--- config.mk ---
export PLATFORM = sky130hd
export DESIGN_NAME = input_conditioner
export DESIGN_NICKNAME = d
export VERILOG_FILES = /design/src/rtl/input_cond_pkg.sv /design/src/rtl/debounce_channel.sv /design/src/rtl/input_conditioner.sv
export SDC_FILE = /design/constraint.sdc
export NUM_CORES = 1
export LEC_CHECK = 0
export ABC_AREA = 1
export CAP_MARGIN = 20
export CORE_ASPECT_RATIO = 0.5
export CORE_UTILIZATION = 40
export DETAILED_ROUTE_END_ITERATION = 7
export GPL_TIMING_DRIVEN = 0
export PLACE_DENSITY = 0.61
export SYNTH_ARGS = -nofsm -noshare
export SYNTH_HDL_FRONTEND = slang
export SYNTH_HIERARCHICAL = 1
export SYNTH_SLANG_ARGS = --single-unit
export TNS_END_PERCENT = 30
--- constraint.sdc ---
create_clock -name clk -period 1.5 [get_ports clk]
set_clock_uncertainty 0.15 [all_clocks]
set_input_delay 0.15 -clock clk [delete_from_list [all_inputs] [get_ports clk]]
set_output_delay 0.15 -clock clk [all_outputs]
set_load 0.01 [all_outputs]
--- src/rtl/input_cond_pkg.sv ---
// ============================================================================
// Module   : input_cond_pkg
// Brief    : Shared types and constants for the input_conditioner front end.
// Revision : 1.0 - initial release
// ============================================================================
`default_nettype none

package input_cond_pkg;

  typedef enum logic {
    STABLE   = 1'b0,
    CHANGING = 1'b1
  } dbnc_state_t;

  localparam int IC_NUM_CH = 3;

endpackage

`default_nettype wire

--- src/rtl/debounce_channel.sv ---
// ============================================================================
// Module   : debounce_channel
// Brief    : One raw pin -> synchroniser chain -> counter-qualified debouncer.
//            Rise/fall strobes exist only when INPUT_COND_EDGE_EN is defined.
// Revision : 1.0 - initial release
// ============================================================================
`default_nettype none

module debounce_channel
  import input_cond_pkg::*;
#(
  parameter int   DEBOUNCE_CYCLES = 16,
  parameter int   SYNC_STAGES     = 2,
  parameter logic RESET_LEVEL     = 1'b1
) (
  input  logic clk,
  input  logic rst_n,
  input  logic raw_i,
  output logic level_o,
  output logic rise_o,
  output logic fall_o
);

  localparam int               CNT_W    = $clog2(DEBOUNCE_CYCLES);
  localparam logic [CNT_W-1:0] CNT_LAST = CNT_W'(DEBOUNCE_CYCLES - 1);

  logic [SYNC_STAGES-1:0] sync_q;
  logic                   s;
  dbnc_state_t            state_q, state_d;
  logic [CNT_W-1:0]       cnt_q, cnt_d;
  logic                   level_q, level_d;

  // Plain flop chain: nothing may sit between synchroniser stages.
  always_ff @(posedge clk or negedge rst_n) begin
    if (!rst_n) begin
      sync_q <= {SYNC_STAGES{RESET_LEVEL}};
    end else begin
      sync_q <= {sync_q[SYNC_STAGES-2:0], raw_i};
    end
  end

  assign s = sync_q[SYNC_STAGES-1];

  always_ff @(posedge clk or negedge rst_n) begin
    if (!rst_n) begin
      state_q <= STABLE;
      cnt_q   <= '0;
      level_q <= RESET_LEVEL;
    end else begin
      state_q <= state_d;
      cnt_q   <= cnt_d;
      level_q <= level_d;
    end
  end

  // Terminal compare is checked before the increment, so cnt never wraps.
  always_comb begin
    state_d = state_q;
    cnt_d   = '0;
    level_d = level_q;
    case (state_q)
      STABLE: begin
        if (s != level_q) begin
          state_d = CHANGING;
          cnt_d   = CNT_W'(1);
        end
      end
      CHANGING: begin
        if (s == level_q) begin
          state_d = STABLE;
        end else if (cnt_q == CNT_LAST) begin
          level_d = s;
          state_d = STABLE;
        end else begin
          cnt_d = cnt_q + 1'b1;
        end
      end
      default: state_d = STABLE;
    endcase
  end

  assign level_o = level_q;

`ifdef INPUT_COND_EDGE_EN
  logic rise_q, fall_q;

  // Strobes register alongside level_q so they coincide with the level edge.
  always_ff @(posedge clk or negedge rst_n) begin
    if (!rst_n) begin
      rise_q <= 1'b0;
      fall_q <= 1'b0;
    end else begin
      rise_q <= level_d & ~level_q;
      fall_q <= ~level_d & level_q;
    end
  end

  assign rise_o = rise_q;
  assign fall_o = fall_q;
`else
  assign rise_o = 1'b0;
  assign fall_o = 1'b0;
`endif

endmodule

`default_nettype wire

--- src/rtl/input_conditioner.sv ---
// ============================================================================
// Module   : input_conditioner
// Brief    : Synchronises and debounces raw pins a/b/c for the test_2 block.
//            Optional rise/fall strobes enabled by INPUT_COND_EDGE_EN.
// Revision : 1.0 - initial release
// ============================================================================
`default_nettype none

module input_conditioner
  import input_cond_pkg::*;
#(
  parameter int   DEBOUNCE_CYCLES = 16,
  parameter int   SYNC_STAGES     = 2,
  parameter logic RESET_LEVEL     = 1'b1
) (
  input  logic                 clk,
  input  logic                 rst_n,
  input  logic                 raw_a,
  input  logic                 raw_b,
  input  logic                 raw_c,
  output logic                 a,
  output logic                 b,
  output logic                 c,
  output logic [IC_NUM_CH-1:0] rise,
  output logic [IC_NUM_CH-1:0] fall
);

  logic [IC_NUM_CH-1:0] w_raw;
  logic [IC_NUM_CH-1:0] w_level;

  assign w_raw = {raw_c, raw_b, raw_a};

  for (genvar i = 0; i < IC_NUM_CH; i++) begin : g_ch
    debounce_channel #(
      .DEBOUNCE_CYCLES (DEBOUNCE_CYCLES),
      .SYNC_STAGES     (SYNC_STAGES),
      .RESET_LEVEL     (RESET_LEVEL)
    ) u_chan (
      .clk     (clk),
      .rst_n   (rst_n),
      .raw_i   (w_raw[i]),
      .level_o (w_level[i]),
      .rise_o  (rise[i]),
      .fall_o  (fall[i])
    );
  end

  assign a = w_level[0];
  assign b = w_level[1];
  assign c = w_level[2];

endmodule

`default_nettype wire

==> impl_metrics.json, run 1 <==
{
  "p_int_uw": 953,
  "hpwl_mm": 1.05,
  "antenna_found_initial": 0,
  "maxSlewViolCount": 0,
  "reg2reg_from": "g_ch[2].u_chan/cnt_q[0]",
  "pre_cts_slack_ns": -0.114,
  "reg2reg_depth": 4,
  "whs_ns": 0.0351,
  "crit_chain": "dlygate4sd2_1",
  "period_minus_slack_ns": 1.38,
  "synth.distinct_cells": 12,
  "io_buffer_count": 7,
  "wl_mm": 1.40,
  "cp-end-kind": "output pin",
  "switching_share": 0.209,
  "cts_hold_buf": 0,
  "setup_ws_ns": 0.120,
  "finalInstanceArea_um2": 1270,
  "clkTransAtPathRegs_ns": 0.08,
  "placed_area_um2": 1190,
  "p_sw_uw": 251,
  "arrival_ns": 1.08,
  "die_area_um2": 2880,
  "synth.area.top_cells": "dfrtp_1, dfstp_2, nand2_1",
  "synth_top_area_frac": 0.353,
  "clockRootBuffer": "clkbuf_8",
  "cpPeakStageDelay_ns": 0.55,
  "nets": 141,
  "power.leakage_uw": 0.000650,
  "hold_viol": 0,
  "syn_inst": 117,
  "dr_total_vias": 711,
  "status": "finished clean",
  "synth_area_um2": 1060,
  "rows": 12,
  "grt_first_pass_wirelength_mm": 2.48,
  "rsz0062_at_grt": "no",
  "cts-htree-levels": 1,
  "postCtsSetupBuffers": 0,
  "drv_cap": 0,
  "layout-drive-gt1-share": 0.152,
  "required_ns": 1.20,
  "ir_drop_v": 0.000595,
  "criticalPathCategory": "flip-flop to output pin",
  "overflow": 0,
  "synth.avg_cell_area_um2": 9.08,
  "cp_top_family": "flip-flops",
  "synth_seq_area_share": 0.576,
  "first_pass_iters": 4,
  "cp_max_fo": 4,
  "core_um2": 2360,
  "fin_crit_sh": 0.920,
  "cp-start-kind": "flip-flop",
  "drt_iter0_markers": 15,
  "io_pins": 14,
  "cts_tree": "done",
  "antenna_cells": 0,
  "critical_path.slowest_cell": "dfstp_2",
  "crit_buf_inv": 1,
  "die_x_um": 74.9,
  "synth_warnings": 6,
  "grt_max_degree": 25,
  "drcViolationCount": 0,
  "via_per_inst": 4.26,
  "hold_path_class": "input pin to asynchronous set/reset pin",
  "regArea_um2": 612,
  "p_seq_frac": 0.578,
  "clockBufferDepth": 2,
  "grt_pass1_vias": 632,
  "fillCellCount": 234,
  "power.density_nw_per_um2": 951,
  "die_height_um": 38.4,
  "final_core_util": 0.537,
  "insertion_delay_ns": 0.26,
  "pwr-share-clk": 0.349,
  "clock-sinks": 24,
  "track_usage": 0.124,
  "pwr-share-comb": 0.073,
  "yosysTopAreaCell": "dfrtp_1",
  "drtAntennaViolNets": 0,
  "area_growth_syn_to_layout_pct": 19.2,
  "wl_per_cell_um": 8.40,
  "setup_viol": 0,
  "start_util": 0.451,
  "r2r_end": "g_ch[2].u_chan/level_o",
  "fmax_ghz": 0.725,
  "regToRegSetupSlack_ns": 0.30,
  "fin_tns_setup_ns": 0,
  "numCtsBuffers": 3,
  "multiInputGateArea_um2": 349,
  "gp_congestion": 0.746,
  "ys_ff_latch": 24
}
cell usage after synthesis, drive strengths merged:
cell and number:
buf 6, conb 3, dfrtp 15, dfstp 9
ha 3, inv 18, nand2 30, nand3 9
nand3b 3, nand4 6, nor2 12, xnor2 3
routing by layer:
layer,vias up,GRT usage,share of wire
li1,382,-,-
met5,-,0,0
met1,309,0.160,0.54
met2,18,0.187,0.39
met4,0,0.0566,0.015
met3,2,0.0474,0.050
cell usage in the layout (no fill, tap or decap):
master / count
xnor2_1: 3
nand3b_1: 3
nand2_1: 30
dfstp_2: 9
dfrtp_1: 15
conb_1: 6
buf_16: 1
buf_4: 6
nand3_1: 9
nor2_1: 12
clkdlybuf4s50_1: 4
dlygate4sd2_1: 3
ha_1: 3
clkbuf_8: 4
nand4_1: 6
inv_1: 18
power by group through the flow:
stage                     clock network, µW  registers, µW  logic [µW]
after floorplan                           0            704        52.3
after global placement                    0            708        79.5
after detailed placement                  0            708        80.5
after CTS                               443            696        80.7
after global routing                    465            701         104
final                                   420            697        87.9
what timing repair did:
action,CTS,global route
setup endpoints to repair,3,0
gates resized for setup,3,0
endpoints found under the hold margin,0,0
final cells by class:
type,count,share of cell area
clock buffers,4,0.0435
plain buffers,6,0.0356
inverters,18,0.0534
multi-input cells,72,0.276
well taps,35,0.0346
repair buffers,8,0.0741
flip-flops and latches,24,0.483
worst max-delay path by stage:
stage / cells after the start / from / slack (ns) / end
final: 1 / g_ch[0].u_chan/level_o / 0.12 / a
after global routing: 1 / g_ch[1].u_chan/level_o / 0.07 / b
after CTS: 1 / g_ch[0].u_chan/level_o / 0.10 / a
after detailed placement: 1 / rst_n / -0.11 / g_ch[1].u_chan/state_q
after global placement: 1 / rst_n / -0.11 / g_ch[1].u_chan/cnt_q[3]
after floorplan: 5 / g_ch[0].u_chan/level_o / 0.42 / g_ch[0].u_chan/cnt_q[0]
cells by family (layout without fill, tap and decap cells):
family,after synthesis,after routing,synth area share
AND/OR/NAND/NOR,60,60,0.247
flip-flops,24,24,0.576
XOR/XNOR,3,3,0.0247
other,3,6,0.0106
buffers and inverters,24,36,0.106
adder cells (fa/ha/maj),3,3,0.0353
metrics by stage:
| step | cells | power (µW) |
|---|---|---|
| after floorplan | 120 | 756 |
| after global placement | 162 | 787 |
| after detailed placement | 162 | 789 |
| after CTS | 166 | 1220 |
| after global routing | 167 | 1270 |
| final | 167 | 1200 |
sequential cells by signal, indices dropped and copies added, names as in the netlist:
register,cells
g_ch.u_chan/cnt_q,12
g_ch.u_chan/sync_q,6
g_ch.u_chan/state_q,3
g_ch.u_chan/level_o,3
No activity file was read; power rests on OpenSTA's default activity.
==> run 2, diff against run 1 <==
--- a/config.mk
+++ b/config.mk
@@ -7,7 +7,6 @@
 export LEC_CHECK = 0
 export ABC_AREA = 1
 export CAP_MARGIN = 20
-export CORE_ASPECT_RATIO = 0.5
 export CORE_UTILIZATION = 40
 export DETAILED_ROUTE_END_ITERATION = 7
 export GPL_TIMING_DRIVEN = 0
==> impl_metrics.json, run 2 (synthesis results as in run 1) <==
{
  "cts_tree": "done",
  "via_per_inst": 4.60,
  "largest_register": "g_ch.u_chan/cnt_q",
  "die_area_um2": 2870,
  "placed_area_um2": 1180,
  "ir_drop_v": 0.000625,
  "crit_chain": "dlygate4sd2_1",
  "drt_iter0_markers": 8,
  "status": "finished clean",
  "grt_first_pass_wirelength_mm": 2.82,
  "clkTransAtPathRegs_ns": 0.12,
  "layout-drive-gt1-share": 0.157,
  "rows": 18,
  "reg.largest.list": "g_ch.u_chan/cnt_q x12, g_ch.u_chan/sync_q x6",
  "period_minus_slack_ns": 1.44,
  "wl_per_cell_um": 9.27,
  "setup_viol": 0,
  "r2r_end": "g_ch[2].u_chan/cnt_q[0]",
  "cp_top_family": "flip-flops",
  "cp-start-kind": "flip-flop",
  "largest_register_ffs": 12,
  "crit_buf_inv": 1,
  "endpoint": "a",
  "die_x_um": 53.5,
  "power.leakage_uw": 0.000648,
  "drcViolationCount": 0,
  "cp-end-kind": "output pin",
  "grt_pass1_vias": 681,
  "core_um2": 2500,
  "die_height_um": 53.5,
  "criticalPathCategory": "flip-flop to output pin",
  "insertion_delay_ns": 0.31,
  "cts-htree-levels": 1,
  "overflow": 0,
  "first_pass_iters": 4,
  "cp_max_fo": 4,
  "finalInstanceArea_um2": 1260,
  "required_ns": 1.20,
  "grt_max_degree": 25,
  "final_common_cell": "nand2_1",
  "dr_total_vias": 755,
  "rsz0062_at_grt": "no",
  "hold_viol": 0,
  "drv_cap": 0,
  "start_util": 0.425,
  "antenna_cells": 0,
  "cpPeakStageDelay_ns": 0.57,
  "area_growth_syn_to_layout_pct": 18.6,
  "numCtsBuffers": 3,
  "clock-sinks": 24,
  "io_pins": 14,
  "maxSlewViolCount": 0,
  "reg2reg_depth": 6,
  "critPathLaunch": "g_ch[0].u_chan/level_o",
  "clockBufferDepth": 2,
  "critical_path.slowest_cell": "dfstp_2",
  "antenna_found_initial": 0,
  "fmax_ghz": 0.694,
  "regToRegSetupSlack_ns": 0.31,
  "fin_crit_sh": 0.960,
  "gp_congestion": 0.712,
  "hpwl_mm": 1.10,
  "worst-path-stages": 1,
  "nets": 143,
  "arrival_ns": 1.14,
  "drtAntennaViolNets": 0,
  "reg2reg_from": "g_ch[2].u_chan/level_o",
  "power.density_nw_per_um2": 891,
  "io_buffer_count": 7,
  "clockRootBuffer": "clkbuf_4",
  "hold_path_class": "input pin to flip-flop",
  "track_usage": 0.142,
  "final_core_util": 0.504,
  "wl_mm": 1.52,
  "mostFrequentLayoutCells": "nand2_1, inv_1, dfrtp_1"
}
[run 2: changes by cell type in the layout (fill, tap and decap cells not counted), sizes merged]
cell           change
buf                +1
clkdlybuf4s15      +1
dlygate4sd2        -1
dlygate4sd3        +1
[run 2: worst min-delay path by stage]
stage	from	to	cells after the start
finish	raw_c	g_ch[2].u_chan/sync_q[0]	1
global route	raw_c	g_ch[2].u_chan/sync_q[0]	1
CTS	raw_c	g_ch[2].u_chan/sync_q[0]	1
detailed placement	g_ch[0].u_chan/sync_q[0]	g_ch[0].u_chan/sync_q[1]	0
global placement	g_ch[2].u_chan/sync_q[0]	g_ch[2].u_chan/sync_q[1]	0
floorplan	rst_n	g_ch[0].u_chan/cnt_q[0]	0
[run 2: final cells by class]
type	instances	area, µm²
inverters	18	67.6
fillers	241	1240
plain buffers	6	45.0
well taps	30	37.5
multi-input cells	72	349
flip-flops and latches	24	612
clock buffers	4	36.3
repair buffers	10	113
[run 2: metrics by stage]
step	instances	TNS, ns	hold slack (ns)	setup slack [ns]	total power [µW]
5_1_grt	164	0	0.0553	0.00973	1180
2_1_floorplan	120	0	-0.296	0.418	756
6_report	164	0	0.0770	0.0593	1120
3_3_place_gp	157	-1.21	0.197	-0.0809	787
3_5_place_dp	157	-1.65	0.198	-0.111	790
4_1_cts	161	0	0.0684	0.0369	1130
[run 2: report_power, final]
part / switching (µW) / internal (µW) / total [µW]
clock: 186 / 148 / 334
sequential: 19.9 / 677 / 697
combinational: 46.2 / 44.7 / 90.9
[run 2: repair_timing]
action                                  in CTS  in global routing
hold endpoints to repair                     0                  1
hold buffers                                 0                  1
resized for setup                            3                  1
endpoints found under the setup margin       3                  2
setup buffers                                0                  1
[run 2: layer usage]
| layer | wire [µm] | track usage | up-vias |
|---|---|---|---|
| met5 | 0 | 0 | - |
| met1 | 678 | 0.162 | 352 |
| met2 | 730 | 0.235 | 17 |
| met3 | 94 | 0.0621 | 2 |
| met4 | 17 | 0.0526 | 0 |
| li1 | - | - | 384 |
